==> config.mk <==
export PLATFORM = sky130hd
export DESIGN_NAME = apb_slave_mem
export DESIGN_NICKNAME = d
export VERILOG_FILES = /design/src/rtl/apb_slave_mem.sv
export SDC_FILE = /design/constraint.sdc
export NUM_CORES = 2
export LEC_CHECK = 0
export ABC_CLOCK_PERIOD_IN_PS = 143600
export BUFFER_PORTS_ARGS = -buffer_cell sky130_fd_sc_hd__buf_2
export CAP_MARGIN = 10
export CELL_PAD_IN_SITES_DETAIL_PLACEMENT = 0
export CELL_PAD_IN_SITES_GLOBAL_PLACEMENT = 1
export CORE_MARGIN = 10
export CORE_UTILIZATION = 40
export CTS_CLUSTER_SIZE = 14
export DETAILED_ROUTE_END_ITERATION = 10
export PLACE_DENSITY_LB_ADDON = 0.1
export SYNTH_ARGS = -nofsm -noshare
export SYNTH_HDL_FRONTEND = slang
export SYNTH_SLANG_ARGS = --single-unit
==> constraint.sdc <==
create_clock -name Hclk -period 143.6 [get_ports Hclk]
set_input_delay 21.54 -clock Hclk [delete_from_list [all_inputs] [get_ports Hclk]]
set_output_delay 21.54 -clock Hclk [all_outputs]
set_load 0.02 [all_outputs]
==> src/rtl/apb_slave_mem.sv <==
// APB completer with a word-addressed register memory.
// Responds to one bit of the one-hot Pselx, stretches each access phase by
// WAIT_STATES cycles through a registered Pready, and flags out-of-range or
// misaligned addresses with Pslverr. Address and direction are latched at the
// setup cycle; Pwdata is taken live on the completion edge.
//
// Handshake: a transfer starts with a setup cycle (own select bit high,
// Penable low) seen in IDLE. It completes on the rising edge where the select
// bit, Penable and Pready are all high. Pready is high for exactly one cycle
// per transfer, and Pslverr is meaningful only while Pready is high. Dropping
// the select bit before completion abandons the transfer with no memory change.
module apb_slave_mem #(
  parameter int          SEL_INDEX   = 0,
  parameter logic [31:0] BASE_ADDR   = 32'h8000_0000,
  parameter int          DEPTH_LOG2  = 6,
  parameter int          WAIT_STATES = 1
) (
  input  logic        Hclk,
  input  logic        Hreset,
  input  logic [2:0]  Pselx,
  input  logic        Penable,
  input  logic        Pwrite,
  input  logic [31:0] Paddr,
  input  logic [31:0] Pwdata,
  output logic [31:0] Prdata,
  output logic        Pready,
  output logic        Pslverr,
  output logic        o_dbg_state
);

  localparam int         DEPTH = 1 << DEPTH_LOG2;
  localparam logic [3:0] WS    = 4'(WAIT_STATES);

  typedef enum logic {
    S_IDLE   = 1'b0,
    S_ACCESS = 1'b1
  } state_t;

  state_t                  r_state;
  state_t                  w_state_nxt;
  logic [31:0]             r_addr;
  logic                    r_write;
  logic [3:0]              r_cnt;
  logic [31:0]             r_mem [DEPTH];

  logic                    w_sel;
  logic [31:0]             w_dec_addr;
  logic                    w_dec_write;
  logic [29:0]             w_word;
  logic [DEPTH_LOG2-1:0]   w_idx;
  logic                    w_err;
  logic                    w_setup;
  logic                    w_abort;
  logic                    w_done;
  logic                    w_tick;
  logic                    w_respond;
  logic                    w_ready_nxt;
  logic                    w_slverr_nxt;
  logic                    w_rd_load;
  logic                    w_mem_we;

  assign w_sel       = Pselx[SEL_INDEX];
  assign o_dbg_state = r_state;

  // Decode the live address during setup (zero-wait responses are produced on
  // that edge) and the latched copy once in ACCESS.
  assign w_dec_addr  = (r_state == S_IDLE) ? Paddr  : r_addr;
  assign w_dec_write = (r_state == S_IDLE) ? Pwrite : r_write;
  assign w_word      = w_dec_addr[31:2] - BASE_ADDR[31:2];
  assign w_idx       = w_word[DEPTH_LOG2-1:0];
  assign w_err       = (w_dec_addr < BASE_ADDR) | (|w_word[29:DEPTH_LOG2]) |
                       (|w_dec_addr[1:0]);

  // Transfer events derived from the current state and bus inputs.
  assign w_setup   = (r_state == S_IDLE)   &  w_sel & ~Penable;
  assign w_abort   = (r_state == S_ACCESS) & ~w_sel;
  assign w_done    = (r_state == S_ACCESS) &  w_sel & Penable & Pready;
  assign w_tick    = (r_state == S_ACCESS) &  w_sel & ~Pready & (r_cnt != 4'd0);
  assign w_respond = (w_setup & (WS == 4'd0)) | (w_tick & (r_cnt == 4'd1));

  // State register.
  always_ff @(posedge Hclk or posedge Hreset) begin
    if (Hreset) r_state <= S_IDLE;
    else        r_state <= w_state_nxt;
  end

  // Next-state logic: setup enters ACCESS, completion or abort returns to IDLE.
  always_comb begin
    w_state_nxt = r_state;
    case (r_state)
      S_IDLE:   if (w_setup)           w_state_nxt = S_ACCESS;
      S_ACCESS: if (w_abort || w_done) w_state_nxt = S_IDLE;
      default:                         w_state_nxt = S_IDLE;
    endcase
  end

  // Output logic: next values for the registered response and the strobes for
  // read-data load and memory write.
  always_comb begin
    w_ready_nxt  = Pready;
    w_slverr_nxt = Pslverr;
    if (w_respond) begin
      w_ready_nxt  = 1'b1;
      w_slverr_nxt = w_err;
    end
    if (w_abort || w_done) begin
      w_ready_nxt  = 1'b0;
      w_slverr_nxt = 1'b0;
    end
    w_rd_load = w_respond & (~w_dec_write | w_err);
    w_mem_we  = w_done & r_write & ~Pslverr;
  end

  // Transfer context latched at setup, plus the wait-state down-counter.
  always_ff @(posedge Hclk or posedge Hreset) begin
    if (Hreset) begin
      r_addr  <= 32'd0;
      r_write <= 1'b0;
      r_cnt   <= 4'd0;
    end else if (w_setup) begin
      r_addr  <= Paddr;
      r_write <= Pwrite;
      r_cnt   <= WS;
    end else if (w_tick) begin
      r_cnt   <= r_cnt - 4'd1;
    end else if (w_abort || w_done) begin
      r_cnt   <= 4'd0;
    end
  end

  // Registered response outputs; read data holds between completed reads.
  always_ff @(posedge Hclk or posedge Hreset) begin
    if (Hreset) begin
      Pready  <= 1'b0;
      Pslverr <= 1'b0;
      Prdata  <= 32'd0;
    end else begin
      Pready  <= w_ready_nxt;
      Pslverr <= w_slverr_nxt;
      if (w_rd_load) Prdata <= w_err ? 32'd0 : r_mem[w_idx];
    end
  end

  // Word memory, cleared by reset and written on the completion edge.
  always_ff @(posedge Hclk or posedge Hreset) begin
    if (Hreset) begin
      for (int i = 0; i < DEPTH; i++) r_mem[i] <= 32'd0;
    end else if (w_mem_we) begin
      r_mem[w_idx] <= Pwdata;
    end
  end

endmodule

# Word-level counts from Yosys, hierarchy flattened
# Cells that the tools add are included.
[totals]
out_inout_bits = 35
register_bits = 2120
[op_classes]
reduce_logical = 7
bitwise = 22
add_sub_neg = 2
n_eq_ne = 1
n_mux = 19
n_lt_le_gt_ge = 3
[ops]
columns = ["cell", "count"]
rows = [
  ["bitwise mux 2048 bit", 1],
  ["binary-select mux 32 bit (select 6 bit)", 1],
  ["demux 32 bit (select 6 bit)", 1],
  ["two-way mux 32 bit", 5],
  ["< comparator 32 bit (second input constant)", 1],
  ["subtractor 30 bit (second input constant)", 1],
  ["OR reduction 24 bit", 1],
  ["AND 1 bit", 12],
  ["two-way mux 4 bit", 3],
  [">= comparator 7 bit (second input constant)", 1],
  ["< comparator 7 x 1 -> 1 bit (second input constant)", 1],
  ["two-way mux 1 bit", 7],
  ["inverter 6 -> 7 bit", 1],
  ["inverter 1 bit", 6],
  ["equality test 4 x 1 -> 1 bit (second input constant)", 1],
  ["nonzero test 4 bit", 1],
  ["subtractor 4 x 1 -> 4 bit (second input constant)", 1],
  ["bitwise OR 1 bit", 3],
  ["nonzero test 3 bit", 1],
  ["one-hot mux 1 bit (2 select lines)", 1],
  ["nonzero test 2 bit", 1],
  ["OR reduction 2 bit", 1],
  ["logical AND 1 bit", 1],
  ["logical OR 1 bit", 1],
]

# Longest topological paths before layout
[logic_depth]
word_depth = 8
mapped_depth = 12

# Worst setup path before layout
# Ideal clock, no wire load.
[synth_path]
kind = "in2reg"
from = "input Paddr[11]"
to = "register Prdata[0]"
setup_slack_ns = 120.410
stages = 8
required_time_ns = 143.534
path_buffers = 1
arrival_ns = 23.124
setup_ns = 0.066
path_cell_list = "nor4_1 nand4_1 o22ai_1 or4b_1 clkbuf_1 nor4_1 o311ai_1 nand2_1"
[synth_between]
elab_chain_len = 7
word_cells_on_any_way = 9
cone_classes = "add/sub: 1; order compare: 1; mux: 2; bitwise: 4; reduce/logical: 1"
[synth_lines]
columns = ["item", "line", "text"]
rows = [
  ["from (decl)", "23", "input logic [31:0] Paddr,"],
  ["two-way mux 32 bit *", "67", "assign w_dec_addr = (r_state == S_IDLE) ? Paddr : r_addr;"],
  ["subtractor 30 bit", "69", "assign w_word = w_dec_addr[31:2] - BASE_ADDR[31:2];"],
  ["OR reduction 24 bit", "71", "assign w_err = (w_dec_addr < BASE_ADDR) | (|w_word[29:DEPTH_LOG2]) |"],
  ["bitwise OR 1 bit * (2 in a row)", "71", ""],
  ["bitwise OR 1 bit", "110", "w_rd_load = w_respond & (~w_dec_write | w_err);"],
  ["AND 1 bit", "110", ""],
  ["to (signal assigned)", "140", "if (w_rd_load) Prdata <= w_err ? 32'd0 : r_mem[w_idx];"],
  ["to (decl)", "25", "output logic [31:0] Prdata,"],
]
# Every way passes the cells marked *; elsewhere a longest branch is shown, timed or not.
# A chain may end at the register's enable or synchronous reset.

# Worst setup path after layout
[layout_path]
from = "input Paddr[2]"
to = "register Prdata[15]"
[layout_between]
elab_chain_len = 7
word_cells_on_any_way = 13
cone_classes = "add/sub: 1; order compare: 1; mux: 5; bitwise: 5; reduce/logical: 1"
[layout_lines]
columns = ["item", "line"]
rows = [
  ["two-way mux 32 bit *", "67"],
  ["subtractor 30 bit", "69"],
  ["inverter 6 -> 7 bit (implied by the code) / OR reduction 24 bit (equally long branches)", "140, 71"],
  ["binary-select mux 32 bit (select 6 bit) / bitwise OR 1 bit (equally long branches)", "140, 71"],
  ["two-way mux 32 bit (implied by the code) / bitwise OR 1 bit (equally long branches)", "140, 71"],
  ["two-way mux 32 bit (implied by the code) / bitwise OR 1 bit (equally long branches)", "140, 110"],
  ["two-way mux 32 bit / AND 1 bit (equally long branches)", "140, 110"],
]
# Every way passes the cells marked *; elsewhere a longest branch is shown, timed or not. The select of a mux whose other input is x is not followed.

==> out/results.tsv <==
stage	metric	value	unit
status	outcome	finished clean	
logic_synthesis	Most used DFF post-synth	dfrtp_1	
setup_path	worst flop-to-flop path startpoint	o_dbg_state	
logic_synthesis	Post-Syn Area	96400	um2
clocking	clock latency on the worst-skew pair	860	ps
drt	Antenna Nets Post-Route	0	
global_route	pin count of the biggest net entering global routing	187	
power_and_ir_drop	Combinational Power Share	10.7	%
timing	Final WS setup	117590	ps
setup_path	Setup crit start	Paddr[2]	
placed_design	pre-CTS setup slack	116800	ps
timing	Slew Limit Fails	0	
final_layout	Fillers	22200	
clocking	Root Buffer	clkbuf_16	
die	I/O pin total	106	
logic_synthesis	Post-synth ARST share	100	%
timing	Layout Skew	34.2	ps
logic_synthesis	Post-Synthesis Cells	8152	
final_layout	most common cell after layout, fill and taps aside	dfrtp_1	
clocking	clock sinks	2120	
clocking	CTS Buf Count	233	
global_route	initial antenna violation count	26	
drt	total number of vias	65300	
global_route	gr usage total	24.7	%
global_route	first-pass GRT wire length	479	mm
setup_path	RR Endpoint	Prdata[15]	
final_layout	most frequent cells in the layout	dfrtp_1 (2,119), mux2_2 (1,811), nand2_1 (1,589), nand3_1 (562), mux2_1 (272)	
final_layout	fin area	107000	um2
timing	Final min period	26010	ps
setup_path	CP Data Arrival Time	26790	ps
timing	setup TNS	0	ps
setup_path	Worst setup SP type	primary input	
min_path	Hold/Removal Path Class	reg2reg	
setup_path	Crit. End Element	flop	
die	full die area	261000	um2
drt	Post-Route WL	332	mm
power_and_ir_drop	net switching fraction of the power	27.1	%
drt	router iterations before antenna repair	5	
timing	Final Setup Violations	0	
placed_design	Final Wtd Congestion	0.752	
logic_synthesis	Post-synth EDFFs	0	
drt	DRC	0	
placed_design	IO buf count	103	
power_and_ir_drop	Leakage	51.8	nW
setup_path	maximum net fanout on the critical path	63	
logic_synthesis	post-synthesis sequential area ratio	55.0	%
final_layout	ratio of cells with drive above 1 in the final layout	31.1	%
logic_synthesis	syn avg cell area	11.8	um2
timing	measured slew at the worst slew-check pin	1220	ps
setup_path	CP Class	in2reg	
global_route	gr ovfl total	0	
logic_synthesis	synth unique cells	43	
timing	Slew HR	18.8	%
power_and_ir_drop	Pwr Density	12.7	nW/um2
power_and_ir_drop	P_int	0.990	mW
power_and_ir_drop	Peak VDD IR	11.4	uV
logic_synthesis	post-synthesis net count	8226	
power_and_ir_drop	Design Power	1.36	mW
timing	Fmax	38.4	MHz
logic_synthesis	Synth Warn #	0	
clocking	number of post-CTS setup repair buffers	0	
power_and_ir_drop	NetSw	0.368	mW
clocking	# resized after CTS	0	
die	die width	511	um
power_and_ir_drop	sequential power share	44.9	%
clocking	H-tree lvl count	4	
setup_path	end of the critical path	Prdata[15]	
clocking	CTS tree	yes	
timing	RSZ-0062 raised after global routing	no	
job	maxcap violations	0	
timing	Min Hold Slack	485	ps
logic_synthesis	Yosys reg bits	2120	
timing	final hold violation count	0	
clocking	Worst-path clk slew	60	ps
drt	vias per cell	5.80	
setup_path	Critical Path RT	144380	ps
die	Cell Rows	180	
min_path	Hold Path Depth	1	
die	Die Y	511	um
final_layout	Layout Cells excl Fill	11300	
die	Starting Density	40.2	%
drt	1st-iter DRT viols	5277	
drt	WL/cell	29.5	um
timing	fin crit share	18.1	%
clocking	CTS Buffer Depth	3	
setup_path	R2R Setup Slk	137500	ps
placed_design	DP Area	99300	um2
die	core footprint	240000	um2
final_layout	area grow syn2layout	11.1	%
placed_design	placed insts	10800	
final_layout	final layout net count	7940	
final_layout	fin util	44.6	%
clocking	Post-CTS Hold Buffers	0	
power_and_ir_drop	Clk network pwr share	44.4	%
placed_design	dpl hpwl	174	mm
global_route	number of global-route vias before repair	66500	
setup_path	path depth of the worst reg2reg path	11	
[cells in the mapped netlist, types with 7 or more instances]
master    number  area [um2]
o21ai_0       12        60.1
a31oi_1      217        1360
nand4_1       37         231
o21a_1         7        52.6
clkbuf_1     342        1280
mux2_2      1812       20400
mux2i_1      233        2330
a21oi_1       50         250
nand2_1     1646        6180
buf_4         15         113
nor4_1        46         288
mux2_1       272        3060
buf_1         88         330
a32o_1        30         300
nor2_1        22        82.6
a32oi_1      217        1900
dfrtp_1     2120       53100
nand3_1      562        2810
buf_2        321        1610
nor2_2         8        50.1
nor3_1        39         195
o22ai_1       15        93.8
[how the worst min path moves through the flow]
stage / startpoint / end / slack [ps]
3_5_place_dp: r_mem[998] / r_mem[998] / 470
2_1_floorplan: r_mem[1000] / r_mem[1000] / 460
3_3_place_gp: r_mem[993] / r_mem[993] / 470
6_report: r_mem[1001] / r_mem[1001] / 480
5_1_grt: r_mem[607] / r_mem[607] / 500
4_1_cts: r_mem[998] / r_mem[998] / 490
[critical path, cell delays in order]
cell and delay [ps]:
buf_2 140, mux2_8 460, buf_4 500, buf_4 630
buf_4 830, buf_4 740, nand2_1 120, a32oi_1 240
a31oi_1 160, nor4_1 950, a32o_1 280
[routing by layer]
metal,part of all wire [%],global-route usage [%]
met2,46,39.9
met1,46,34.6
met4,2.8,6.85
met3,5.2,3.74
met5,0.039,0
[state kept, by name, summed over array words and instances (netlist names)]
register,cells
Pready,1
r_mem,2048
Prdata,32
r_addr,32
Pslverr,1
o_dbg_state,1
r_cnt,4
r_write,1
[power by group through the flow]
stage               registers [mW]  clock network, mW  logic [mW]
finish                       0.610              0.602       0.146
CTS                          0.609              0.617       0.147
detailed placement           0.620                  0       0.147
global placement             0.620                  0       0.146
global route                 0.610              0.641       0.157
floorplan                    0.622                  0      0.0897
[cells by family (layout without fill, tap and decap cells)]
logic type                 after synthesis  in the layout  share of synthesized area, %
and+or+nand+nor                       2379           2379                          10.4
muxes                                 2320           2320                          26.8
DFF                                   2120           2120                          55.0
buffers and inverters                  773            678                          3.50
AOI/OAI and AO/OA                      556            556                          4.22
adders and majority gates                3              3                        0.0389
xor gates and xnor gates                 1              1                       0.00909
other                                    0             12                             0
[final cells by class]
class | instances | area, um2 | share of cell area (%)
sequential | 2120 | 53100 | 49.5
antenna | 12 | 30.0 | 0.0280
clock buffer | 375 | 7070 | 6.60
multi-input combinational | 5259 | 40500 | 37.8
inverter | 5 | 26.3 | 0.0245
clock inverter | 51 | 616 | 0.575
timing repair buffer | 247 | 1800 | 1.68
tap | 3185 | 3990 | 3.72
Power figures use the tool's default switching activity.
